$ cat config.mk
export PLATFORM = sky130hd
export DESIGN_NAME = sisc_fetch
export DESIGN_NICKNAME = d
export VERILOG_FILES = /design/src/rtl/sisc_fetch.sv
export SDC_FILE = /design/constraint.sdc
export NUM_CORES = 1
export LEC_CHECK = 0
export ABC_AREA = 1
export CAP_MARGIN = 30
export CORE_ASPECT_RATIO = 0.8
export CORE_MARGIN = 2
export CORE_UTILIZATION = 30
export DETAILED_ROUTE_END_ITERATION = 10
export MAX_ROUTING_LAYER = met4
export PLACE_DENSITY = 0.59
export SYNTH_ARGS = -nofsm -noshare
export SYNTH_HDL_FRONTEND = slang
export SYNTH_SLANG_ARGS = --single-unit
$ cat constraint.sdc
create_clock -name clk -period 5.47 [get_ports clk]
set_clock_uncertainty 0.1 [all_clocks]
set_input_delay 1.094 -clock clk [delete_from_list [all_inputs] [get_ports clk]]
set_output_delay 1.094 -clock clk [all_outputs]
set_load 0.005 [all_outputs]
$ cat src/rtl/sisc_fetch.sv
// sisc_fetch: autonomous instruction prefetcher for the SISC core.
// Issues one outstanding word request at a time, buffers {instr, pc} pairs
// in a DEPTH-entry FIFO and hands them to the control unit over valid/ready.
// A taken branch flushes the FIFO; an in-flight request that cannot be
// cancelled is completed and its data discarded (DROP state).
module sisc_fetch #(
    parameter int                DATA_W   = 32,
    parameter int                ADDR_W   = 16,
    parameter int                DEPTH    = 4,
    parameter logic [ADDR_W-1:0] RESET_PC = '0
) (
    input  logic              clk,
    input  logic              rst_f,
    output logic              im_req,
    output logic [ADDR_W-1:0] im_addr,
    input  logic              im_ack,
    input  logic [DATA_W-1:0] im_data,
    output logic              ir_valid,
    output logic [DATA_W-1:0] ir_instr,
    output logic [ADDR_W-1:0] ir_pc,
    input  logic              ir_ready,
    input  logic              br_taken,
    input  logic [ADDR_W-1:0] br_target
);

    localparam int             PTR_W = $clog2(DEPTH);
    localparam logic [PTR_W:0] FULL  = (PTR_W+1)'(DEPTH);

    typedef enum logic [1:0] {IDLE, REQ, DROP} state_t;

    state_t            state, state_nx;
    logic [ADDR_W-1:0] fpc, fpc_nx, addr_nx;
    logic              req_nx;
    logic [PTR_W-1:0]  rd_ptr, wr_ptr;
    logic [PTR_W:0]    count, count_nx;
    logic              push, pop, room;

    logic [DATA_W-1:0] mem_instr [DEPTH];
    logic [ADDR_W-1:0] mem_pc    [DEPTH];

    assign ir_valid = (count != '0);
    assign ir_instr = mem_instr[rd_ptr];
    assign ir_pc    = mem_pc[rd_ptr];

    // A redirect overrides both FIFO ports: acked data is dropped, head is not consumed.
    assign push = (state == REQ) && im_ack && !br_taken;
    assign pop  = ir_valid && ir_ready && !br_taken;

    // Occupancy after this cycle; issue decisions look at this, not the current count.
    always_comb begin
        count_nx = count;
        if (br_taken)
            count_nx = '0;
        else if (push && !pop)
            count_nx = count + 1'b1;
        else if (pop && !push)
            count_nx = count - 1'b1;
        room = (count_nx < FULL);
    end

    // Next state, next fetch address and next fetch PC.
    always_comb begin
        state_nx = state;
        addr_nx  = im_addr;
        fpc_nx   = fpc;
        if (br_taken)
            fpc_nx = br_target;
        case (state)
            IDLE: begin
                if (br_taken) begin
                    state_nx = REQ;
                    addr_nx  = br_target;
                end else if (room) begin
                    state_nx = REQ;
                    addr_nx  = fpc;
                end
            end
            REQ: begin
                if (im_ack) begin
                    if (br_taken) begin
                        addr_nx = br_target;
                    end else begin
                        // im_addr advances even when parking in IDLE so it shows the next PC
                        fpc_nx   = im_addr + 1'b1;
                        addr_nx  = im_addr + 1'b1;
                        state_nx = room ? REQ : IDLE;
                    end
                end else if (br_taken) begin
                    state_nx = DROP;
                end
            end
            DROP: begin
                if (im_ack) begin
                    state_nx = REQ;
                    addr_nx  = fpc_nx;
                end
            end
            default: state_nx = IDLE;
        endcase
        req_nx = (state_nx != IDLE);
    end

    // Control state, request outputs and FIFO pointers.
    always_ff @(posedge clk) begin
        if (rst_f) begin
            state   <= IDLE;
            fpc     <= RESET_PC;
            im_req  <= 1'b0;
            im_addr <= RESET_PC;
            rd_ptr  <= '0;
            wr_ptr  <= '0;
            count   <= '0;
        end else begin
            state   <= state_nx;
            fpc     <= fpc_nx;
            im_req  <= req_nx;
            im_addr <= addr_nx;
            count   <= count_nx;
            if (br_taken) begin
                rd_ptr <= '0;
                wr_ptr <= '0;
            end else begin
                if (push) wr_ptr <= wr_ptr + 1'b1;
                if (pop)  rd_ptr <= rd_ptr + 1'b1;
            end
        end
    end

    // FIFO storage; contents are meaningless outside the valid window, so no reset.
    always_ff @(posedge clk) begin
        if (push && !rst_f) begin
            mem_instr[wr_ptr] <= im_data;
            mem_pc[wr_ptr]    <= im_addr;
        end
    end

endmodule
==> flow_summary.yaml, run 1 <==
yosys:
  dominantRegCellSynth: "sky130_fd_sc_hd__edfxtp_1"
  ys_ff_latch: 236
  fraction_of_registers_with_async_set_or_reset_after_synthesis_pct: 0
  synth-edff-count: 192
  synth_cell_types: 32
  netlist_instances: 906
  synth-seq-area-share_pct: 66.9
  synthesis.nets: 973
  synth.cell_area_sq_um: 9930
  synth-warning-count: 0
  syn_area_per_cell_sq_um: 11.0
worst_setup_path:
  crit-reg2reg-capture: "mem_instr[2][1]"
  end_kind: "output port"
  path_max_fanout: 57
  timing.critical_path.to: "ir_instr[1]"
  timing.critical_path.from_type: "flip-flop"
  rr_startpoint: "state[1]"
  reg2regPathDepth: 7
  worstPathRequired_ps: 4280
  crit_path_max_incr_delay_ps: 600
  r2r_setup_slack_ps: 2000
  path_cells: "inv_2, buf_4, o21ai_0, o22ai_1, clkdlybuf4s50_1"
  worstPathArrival_ps: 2950
  crit_path_top_delay_cell: "sky130_fd_sc_hd__buf_4"
  worst-setup-path-type: "reg2out"
pwr:
  power_density_nw_per_um2: 336
  total_power_mw: 4.17
  total_leakage_power_nw: 4.42
  ir_worst_vdd_mv: 0.194
grt:
  grt_remaining_overflow: 0
  antenna_found_initial: 0
  grt_max_degree: 97
  grt_overall_usage_pct: 14.1
  first_global_vias: 6583
  grt_first_pass_wirelength_mm: 37.8
placement:
  port_buffer_cells: 118
  post-dp-hpwl_mm: 14.8
  globalplace.congestion: 0.839
clock_tree:
  cts_repair_resize_count: 0
  post-cts-setup-buffer-count: 0
  tritoncts: "yes"
  postCtsHoldBufs: 0
  tritoncts_num_sinks: 236
  htreeDepth: 1
  tritoncts.num_buffers: 25
  clkTransAtPathRegs_ps: 60
  root_buffer: "sky130_fd_sc_hd__clkbuf_16"
  cts-root-to-sink-buffers: 3
  clk_latency_ps: 530
sta:
  worst_pin_slew_ps: 962
  max_clock_freq_mhz: 241
  timing.final.crit_period_ps: 4150
  slew_viol_final: 0
  setup_total_negative_slack_ps: 0
  setup_viol_count_final: 0
  final.hold.worst_slack_ps: 400
  layout_worst_path_cycle_share_pct: 75.8
  rsz0062_at_grt: "no"
  relative_slew_slack_pct: 35.8
  hold_viol: 0
cells_and_area:
  flow.area_growth_from_synthesis_pct: 24.8
  layout_cell_share_with_drive_strength_beyond_1_pct: 9.10
  fin_nets: 1081
  post-route-util_pct: 38.1
  n_antenna_cell: 0
floorplan:
  floorplan.initialDensity_pct: 30.5
  boundaryPins: 119
  die_outline_area_sq_um: 34600
  core.rowCount: 59
  horizontal_die_dimension_um: 207
  design.core.area_sq_um: 32600
  fp.dieH_um: 167
drt:
  initialDrtViolationCount: 577
  drtAntennaViolNets: 0
  avgRoutedWirePerCell_um: 16.5
  routed_wl_mm: 24.1
  vias: 6942
  drt_first_pass_iters: 5
  routed_via_density: 4.75
  route.detailed.drc: 0
flow_run:
  drv_cap: 0
outcome:
  run_status: "finished, final reports clean"
hold_path:
  hold_class: "reg2reg"
## layer usage
layer,share of wire [%],GRT usage [%]
met1,48,20.4
met5,0,-
met2,44,20.9
met3,5.6,2.53
met4,1.6,2.64
## critical path, delay by kind of cell (launching register included)
family                 cells  cell delay [ps]
flip-flops                 1              320
buffers and inverters      3             1650
AO/OA/AOI/OAI              2              440
## area by class of cell
type	instances	area, sq um
timing repair buffer	127	1250
fill	3154	20200
tap	427	534
clock buffer	27	633
inverter	57	214
clock inverter	19	235
sequential	236	6650
multi-input combinational	567	2880
## cells in the mapped netlist, types with 9 or more instances
cell type	number	share of area, %
sky130_fd_sc_hd__o21ai_0	117	5.9
sky130_fd_sc_hd__edfxtp_1	192	58
sky130_fd_sc_hd__nand2_2	9	0.57
sky130_fd_sc_hd__clkbuf_1	27	1.0
sky130_fd_sc_hd__o22ai_1	49	3.1
sky130_fd_sc_hd__ha_1	14	1.8
sky130_fd_sc_hd__dfxtp_1	44	8.9
sky130_fd_sc_hd__a21oi_1	24	1.2
sky130_fd_sc_hd__nor2_1	127	4.8
sky130_fd_sc_hd__o21ai_1	10	0.50
sky130_fd_sc_hd__buf_2	14	0.71
sky130_fd_sc_hd__a21oi_2	13	1.1
sky130_fd_sc_hd__inv_1	51	1.9
sky130_fd_sc_hd__o21bai_1	10	0.76
sky130_fd_sc_hd__nand3_1	21	1.1
sky130_fd_sc_hd__nand2_1	146	5.5
## where the power goes
group	internal (mW)	switching, mW	total, mW
clock network	1.08	0.699	1.78
logic	0.146	0.183	0.330
registers	2.00	0.0638	2.06
## how the worst min path moves through the flow
stage	to	cells after the start	from	slack [ps]
floorplan	count[0]	2	count[0]	370
global placement	count[0]	2	count[0]	390
detailed placement	count[0]	2	count[0]	390
CTS	count[0]	2	count[0]	400
global route	flip-flop	2	rd_ptr[0]	430
finish	count[0]	2	count[0]	400
## per-stage QoR
| stage | instances | setup WS (ps) | cell area (sq um) |
|---|---|---|---|
| final | 1460 | 1320 | 12400 |
| after global routing | 1460 | 1070 | 12400 |
| after CTS | 1460 | 1260 | 12400 |
| after detailed placement | 1414 | 1400 | 11500 |
| after global placement | 1414 | 1530 | 11500 |
| after floorplan | 906 | 1310 | 9930 |
## cell usage in the layout, fill, tap and decap left out, types with 10 or more instances in the layout
| cell | count |
|---|---|
| sky130_fd_sc_hd__a21oi_1 | 24 |
| sky130_fd_sc_hd__a21oi_2 | 13 |
| sky130_fd_sc_hd__clkbuf_16 | 25 |
| sky130_fd_sc_hd__clkdlybuf4s50_1 | 118 |
| sky130_fd_sc_hd__dfxtp_1 | 42 |
| sky130_fd_sc_hd__edfxtp_1 | 192 |
| sky130_fd_sc_hd__ha_1 | 14 |
| sky130_fd_sc_hd__inv_1 | 50 |
| sky130_fd_sc_hd__nand2_1 | 146 |
| sky130_fd_sc_hd__nand3_1 | 21 |
| sky130_fd_sc_hd__nor2_1 | 123 |
| sky130_fd_sc_hd__o21ai_0 | 117 |
| sky130_fd_sc_hd__o21ai_1 | 10 |
| sky130_fd_sc_hd__o21bai_1 | 10 |
| sky130_fd_sc_hd__o22ai_1 | 49 |
## flip-flops by register name, indices dropped and copies added, names as in the netlist, named ones only
signal	count
mem_instr	128
mem_pc	64
fpc	16
im_addr	16
count	3
rd_ptr	2
state	2
wr_ptr	2
im_req	1
## kinds of logic after synthesis
group / after synthesis / share of synthesized area, %
buf+inv: 103 / 4.41
compound gates: 235 / 13.6
xor+xnor: 1 / 0.0882
simple gates: 317 / 13.2
fa+ha+maj: 14 / 1.76
flops: 236 / 66.9
Note: power is estimated with default switching activity, not from simulation.
==> run 2, diff against run 1 <==
==> constraint.sdc (replaced) <==
create_clock -name clk -period 4.3 [get_ports clk]
set_clock_uncertainty 0.1 [all_clocks]
set_input_delay 0.86 -clock clk [delete_from_list [all_inputs] [get_ports clk]]
set_output_delay 0.86 -clock clk [all_outputs]
set_load 0.005 [all_outputs]
==> flow_summary.yaml, run 2 (synthesis gave the netlist of run 1 again) <==
cells_and_area:
  top_register: "mem_instr"
  n_fill_cell: 3176
  layoutNonFillerInstCount: 1464
  most-common-layout-cells: "sky130_fd_sc_hd__edfxtp_1, sky130_fd_sc_hd__nand2_1, sky130_fd_sc_hd__nor2_1"
  final_common_cell: "sky130_fd_sc_hd__edfxtp_1"
  layout_cell_share_with_drive_strength_beyond_1_pct: 9.17
  fin_nets: 1085
  layout.cell_area.non_filler_sq_um: 12400
  flow.area_growth_from_synthesis_pct: 24.7
  top_regs: "mem_instr: 128 flops, mem_pc: 64 flops"
  post-route-util_pct: 38.0
  largest_reg_flops: 128
floorplan:
  die_outline_area_sq_um: 34600
  design.core.area_sq_um: 32600
  core.rowCount: 59
  boundaryPins: 119
  horizontal_die_dimension_um: 207
  fp.dieH_um: 167
  floorplan.initialDensity_pct: 30.5
worst_setup_path:
  end_kind: "output port"
  crit-reg2reg-capture: "im_addr[8]"
  timing.critical_path.from_type: "flip-flop"
  path_max_fanout: 96
  worstPathArrival_ps: 2680
  worstPathRequired_ps: 3340
  timing.critical_path.to: "ir_instr[4]"
  reg2regPathDepth: 15
  worst-setup-path-type: "reg2out"
  r2r_setup_slack_ps: 1660
  rr_startpoint: "state[1]"
grt:
  first_global_vias: 6716
  grt_overall_usage_pct: 14.2
  grt.met1_usage_pct: 20.6
  global_route_met2_utilization_pct: 21.3
  antenna_found_initial: 0
  top_usage_layer: "met2"
  grt_first_pass_wirelength_mm: 38.1
  grt_remaining_overflow: 0
  use_met3_pct: 2.23
  grt_max_degree: 97
sta:
  rsz0062_at_grt: "no"
  timing.final.crit_period_ps: 3640
  final.hold.worst_slack_ps: 402
  max_clock_freq_mhz: 275
  slew_viol_final: 0
  worst_pin_slew_ps: 942
  fin_ws_ps: 660
  layout_worst_path_cycle_share_pct: 84.6
  setup_total_negative_slack_ps: 0
  setup_viol_count_final: 0
  relative_slew_slack_pct: 37.2
  hold_viol: 0
clock_tree:
  tritoncts.num_buffers: 24
  htreeDepth: 1
  postCtsHoldBufs: 0
  root_buffer: "sky130_fd_sc_hd__clkbuf_16"
  cts_repair_resize_count: 0
  tritoncts: "yes"
  cts-root-to-sink-buffers: 3
  clkTransAtPathRegs_ps: 60
  tritoncts_num_sinks: 236
  clk_latency_ps: 520
  post-cts-setup-buffer-count: 0
placement:
  detailedPlace.worstSlack_ps: 1130
  numPlacedInstances: 1419
  placed_area_sq_um: 11600
  port_buffer_cells: 118
  globalplace.congestion: 0.850
  post-dp-hpwl_mm: 14.9
drt:
  drt_first_pass_iters: 5
  avgRoutedWirePerCell_um: 16.6
  route.detailed.drc: 0
  initialDrtViolationCount: 596
  routed_wl_mm: 24.3
  drtAntennaViolNets: 0
  routed_via_density: 4.73
  vias: 6923
hold_path:
  hold_class: "reg2reg"
pwr:
  total_leakage_power_nw: 4.41
  power_density_nw_per_um2: 409
  ir_worst_vdd_mv: 0.254
  total_power_mw: 5.06
outcome:
  run_status: "finished, final reports clean"
flow_run:
  drv_cap: 0
## run 2: cell count changes in the layout (fill, tap and decap cells not counted)
| cell | change |
|---|---|
| sky130_fd_sc_hd__diode_2 | +1 |
| sky130_fd_sc_hd__clkinv_2 | +1 |
| sky130_fd_sc_hd__clkinv_8 | +1 |
| sky130_fd_sc_hd__clkbuf_16 | -1 |
| sky130_fd_sc_hd__bufinv_16 | -3 |
| sky130_fd_sc_hd__clkinv_1 | -1 |
| sky130_fd_sc_hd__inv_16 | -1 |
| sky130_fd_sc_hd__clkinvlp_4 | -1 |
| sky130_fd_sc_hd__clkbuf_1 | +3 |
| sky130_fd_sc_hd__buf_12 | +5 |
## run 2: where the power goes
part / internal, mW / switching [mW]
clock: 1.15 / 0.858
combinational: 0.190 / 0.234
sequential: 2.54 / 0.0836
## run 2: per-layer routing
layer  vias up  share of wire (%)
li1       3404                  -
met1      3296                 50
met2       195                 44
met3        28                4.8
met4         0                1.3
met5         -                  0
## run 2: worst min path at each step
stage / from / to / slack, ps / cells past startpoint
2_1_floorplan: count[0] / count[0] / 370 / 2
3_3_place_gp: count[0] / count[0] / 390 / 2
3_5_place_dp: rd_ptr[0] / rd_ptr[0] / 400 / 2
4_1_cts: rd_ptr[0] / rd_ptr[0] / 410 / 2
5_1_grt: count[0] / count[0] / 450 / 2
6_report: count[0] / count[0] / 400 / 2
## run 2: critical path: stages (launching register included)
cell                              delay (ps)
sky130_fd_sc_hd__dfxtp_2                 330
sky130_fd_sc_hd__buf_4                   700
sky130_fd_sc_hd__o21ai_0                 210
sky130_fd_sc_hd__o22ai_1                 320
sky130_fd_sc_hd__clkdlybuf4s50_1         570
## run 2: cell type report
class	instances	area (sq um)	area share, %
flip-flops and latches	236	6650	53.7
multi-input cells	567	2880	23.2
repair buffers	132	1350	10.9
clock buffers	29	619	5.00
well taps	427	534	4.32
inverters	57	214	1.73
clock inverters	15	135	1.09
diodes	1	2.50	0.0202
==> run 3, diff against run 2 <==
--- a/config.mk
+++ b/config.mk
@@ -12,7 +12,7 @@
 export CORE_UTILIZATION = 30
 export DETAILED_ROUTE_END_ITERATION = 10
 export MAX_ROUTING_LAYER = met4
-export PLACE_DENSITY = 0.59
+export PLACE_DENSITY = 0.61
 export SYNTH_ARGS = -nofsm -noshare
 export SYNTH_HDL_FRONTEND = slang
 export SYNTH_SLANG_ARGS = --single-unit
==> constraint.sdc (replaced) <==
create_clock -name clk -period 3.2 [get_ports clk]
set_clock_uncertainty 0.1 [all_clocks]
set_input_delay 0.64 -clock clk [delete_from_list [all_inputs] [get_ports clk]]
set_output_delay 0.64 -clock clk [all_outputs]
set_load 0.005 [all_outputs]
==> flow_summary.yaml, run 3 (synthesis gave the netlist of run 1 again) <==
drt:
  avgRoutedWirePerCell_um: 16.6
  drtAntennaViolNets: 0
  routed_via_density: 4.73
  initialDrtViolationCount: 555
  vias: 7002
  route.detailed.drc: 0
  drt_first_pass_iters: 7
  routed_wl_mm: 24.5
pwr:
  total_leakage_power_nw: 4.52
  net-switching-power_mw: 1.58
  power.combinational.fraction_pct: 8.3
  total_power_mw: 6.96
  power.clock.fraction_pct: 41.1
  ir_worst_vdd_mv: 0.329
  seq_power_share_pct: 50.6
  p_int_mw: 5.38
  power_density_nw_per_um2: 553
  switching_fraction_of_total_power_pct: 22.7
clock_tree:
  clk_latency_ps: 510
  clkTransAtPathRegs_ps: 70
  tritoncts_num_sinks: 236
  htreeDepth: 1
  tritoncts.num_buffers: 24
  root_buffer: "sky130_fd_sc_hd__clkbuf_16"
  tritoncts: "yes"
  post-cts-setup-buffer-count: 0
  cts-root-to-sink-buffers: 3
worst_setup_path:
  timing.critical_path.from_type: "flip-flop"
  end_kind: "output port"
  crit_path_max_incr_delay_ps: 570
  worstPathRequired_ps: 2460
  worst-setup-path-type: "reg2out"
  path_cells: "inv_2, buf_12, o21ai_0, o22ai_1, clkdlybuf4s50_1"
  crit_path_top_delay_cell: "sky130_fd_sc_hd__clkdlybuf4s50_1"
  path_max_fanout: 68
  reg2regPathDepth: 13
  worstPathArrival_ps: 2350
hold_path:
  worstHoldPathCells: 2
  hold_class: "reg2reg"
cells_and_area:
  top_regs: "mem_instr: 128 flops, mem_pc: 64 flops"
  flow.area_growth_from_synthesis_pct: 26.7
  layout.cell_area.non_filler_sq_um: 12600
  multi_input_area_sq_um: 2880
  ff_latch_area_sq_um: 6650
  fin_nets: 1100
  most-common-layout-cells: "sky130_fd_sc_hd__edfxtp_1, sky130_fd_sc_hd__nand2_1, sky130_fd_sc_hd__nor2_1"
  largest_reg_flops: 128
  top_register: "mem_instr"
  final_common_cell: "sky130_fd_sc_hd__edfxtp_1"
  n_fill_cell: 3163
  layout_cell_share_with_drive_strength_beyond_1_pct: 10.8
  layoutNonFillerInstCount: 1479
sta:
  final.hold.worst_slack_ps: 400
  max_clock_freq_mhz: 324
  rsz0062_at_grt: "no"
  relative_slew_slack_pct: 68.4
  slew_viol_final: 0
  layout_worst_path_cycle_share_pct: 96.5
  worst_pin_slew_ps: 474
  setup_viol_count_final: 0
  timing.final.crit_period_ps: 3090
  setup_total_negative_slack_ps: 0
  hold_viol: 0
placement:
  post-dp-hpwl_mm: 15.7
  numPlacedInstances: 1434
  port_buffer_cells: 118
  globalplace.congestion: 0.856
  placed_area_sq_um: 11800
grt:
  grt_remaining_overflow: 0
  first_global_vias: 6656
  grt_max_degree: 69
  antenna_found_initial: 0
  grt_first_pass_wirelength_mm: 38.0
  grt_overall_usage_pct: 14.3
floorplan:
  fp.dieH_um: 167
  core.rowCount: 59
  floorplan.initialDensity_pct: 30.5
  horizontal_die_dimension_um: 207
  design.core.area_sq_um: 32600
  die_outline_area_sq_um: 34600
  boundaryPins: 119
outcome:
  run_status: "finished, final reports clean"
flow_run:
  drv_cap: 0
run 3: cell types whose count changed in the layout (fill, tap and decap cells not counted), sizes merged:
cell    before  now
clkinv      13    9
bufinv       2    3
buf         14   29
clkbuf      29   31
inv         57   58
run 3: metal layers:
| layer | part of all wire [%] | track usage (%) |
|---|---|---|
| met5 | 0 | - |
| met4 | 1.2 | 2.42 |
| met3 | 6.6 | 2.47 |
| met2 | 45 | 21.6 |
| met1 | 48 | 20.4 |
run 3: critical path, delay by kind of cell, from the launching register on:
family / cells / cell delay, ps
flip-flops: 1 / 440
buffers and inverters: 3 / 950
AO/OA/AOI/OAI: 2 / 420
run 3: path summary, 6_finish.rpt:
| check | from | endpoint | slack [ps] |
|---|---|---|---|
| max reg2reg | state[1] | im_addr[3] | 820 |
| min reg2reg | count[0] | count[0] | 400 |
| max | flip-flop | ir_pc[15] | 110 |
| min | count[0] | count[0] | 400 |
run 3: repair_timing:
action,CTS,global route
pin swaps,0,0
resized for setup,2,1
hold buffers,0,0
endpoints found under the setup margin,15,3
cloned,0,0
run 3: power by group through the flow:
stage	Combinational, mW	Sequential, mW	Clock [mW]
6_report	0.579	3.52	2.86
5_1_grt	0.642	3.53	3.07
4_1_cts	0.583	3.52	2.95
3_5_place_dp	0.579	3.59	0
3_3_place_gp	0.572	3.58	0
2_1_floorplan	0.318	3.54	0
run 3: final cells by class:
cell class	instances	area share, %
clock inverters	13	1.26
diodes	1	0.0199
flip-flops and latches	236	52.9
well taps	427	4.25
inverters	57	1.70
repair buffers	147	11.8
clock buffers	31	5.22
multi-input cells	567	22.8
run 3: per-stage QoR:
stage	setup slack (ps)	util [%]
after floorplan	-569	-
after global placement	406	36.1
after detailed placement	272	36.1
after CTS	66.7	38.6
after global routing	5.51	38.6
final	111	38.7
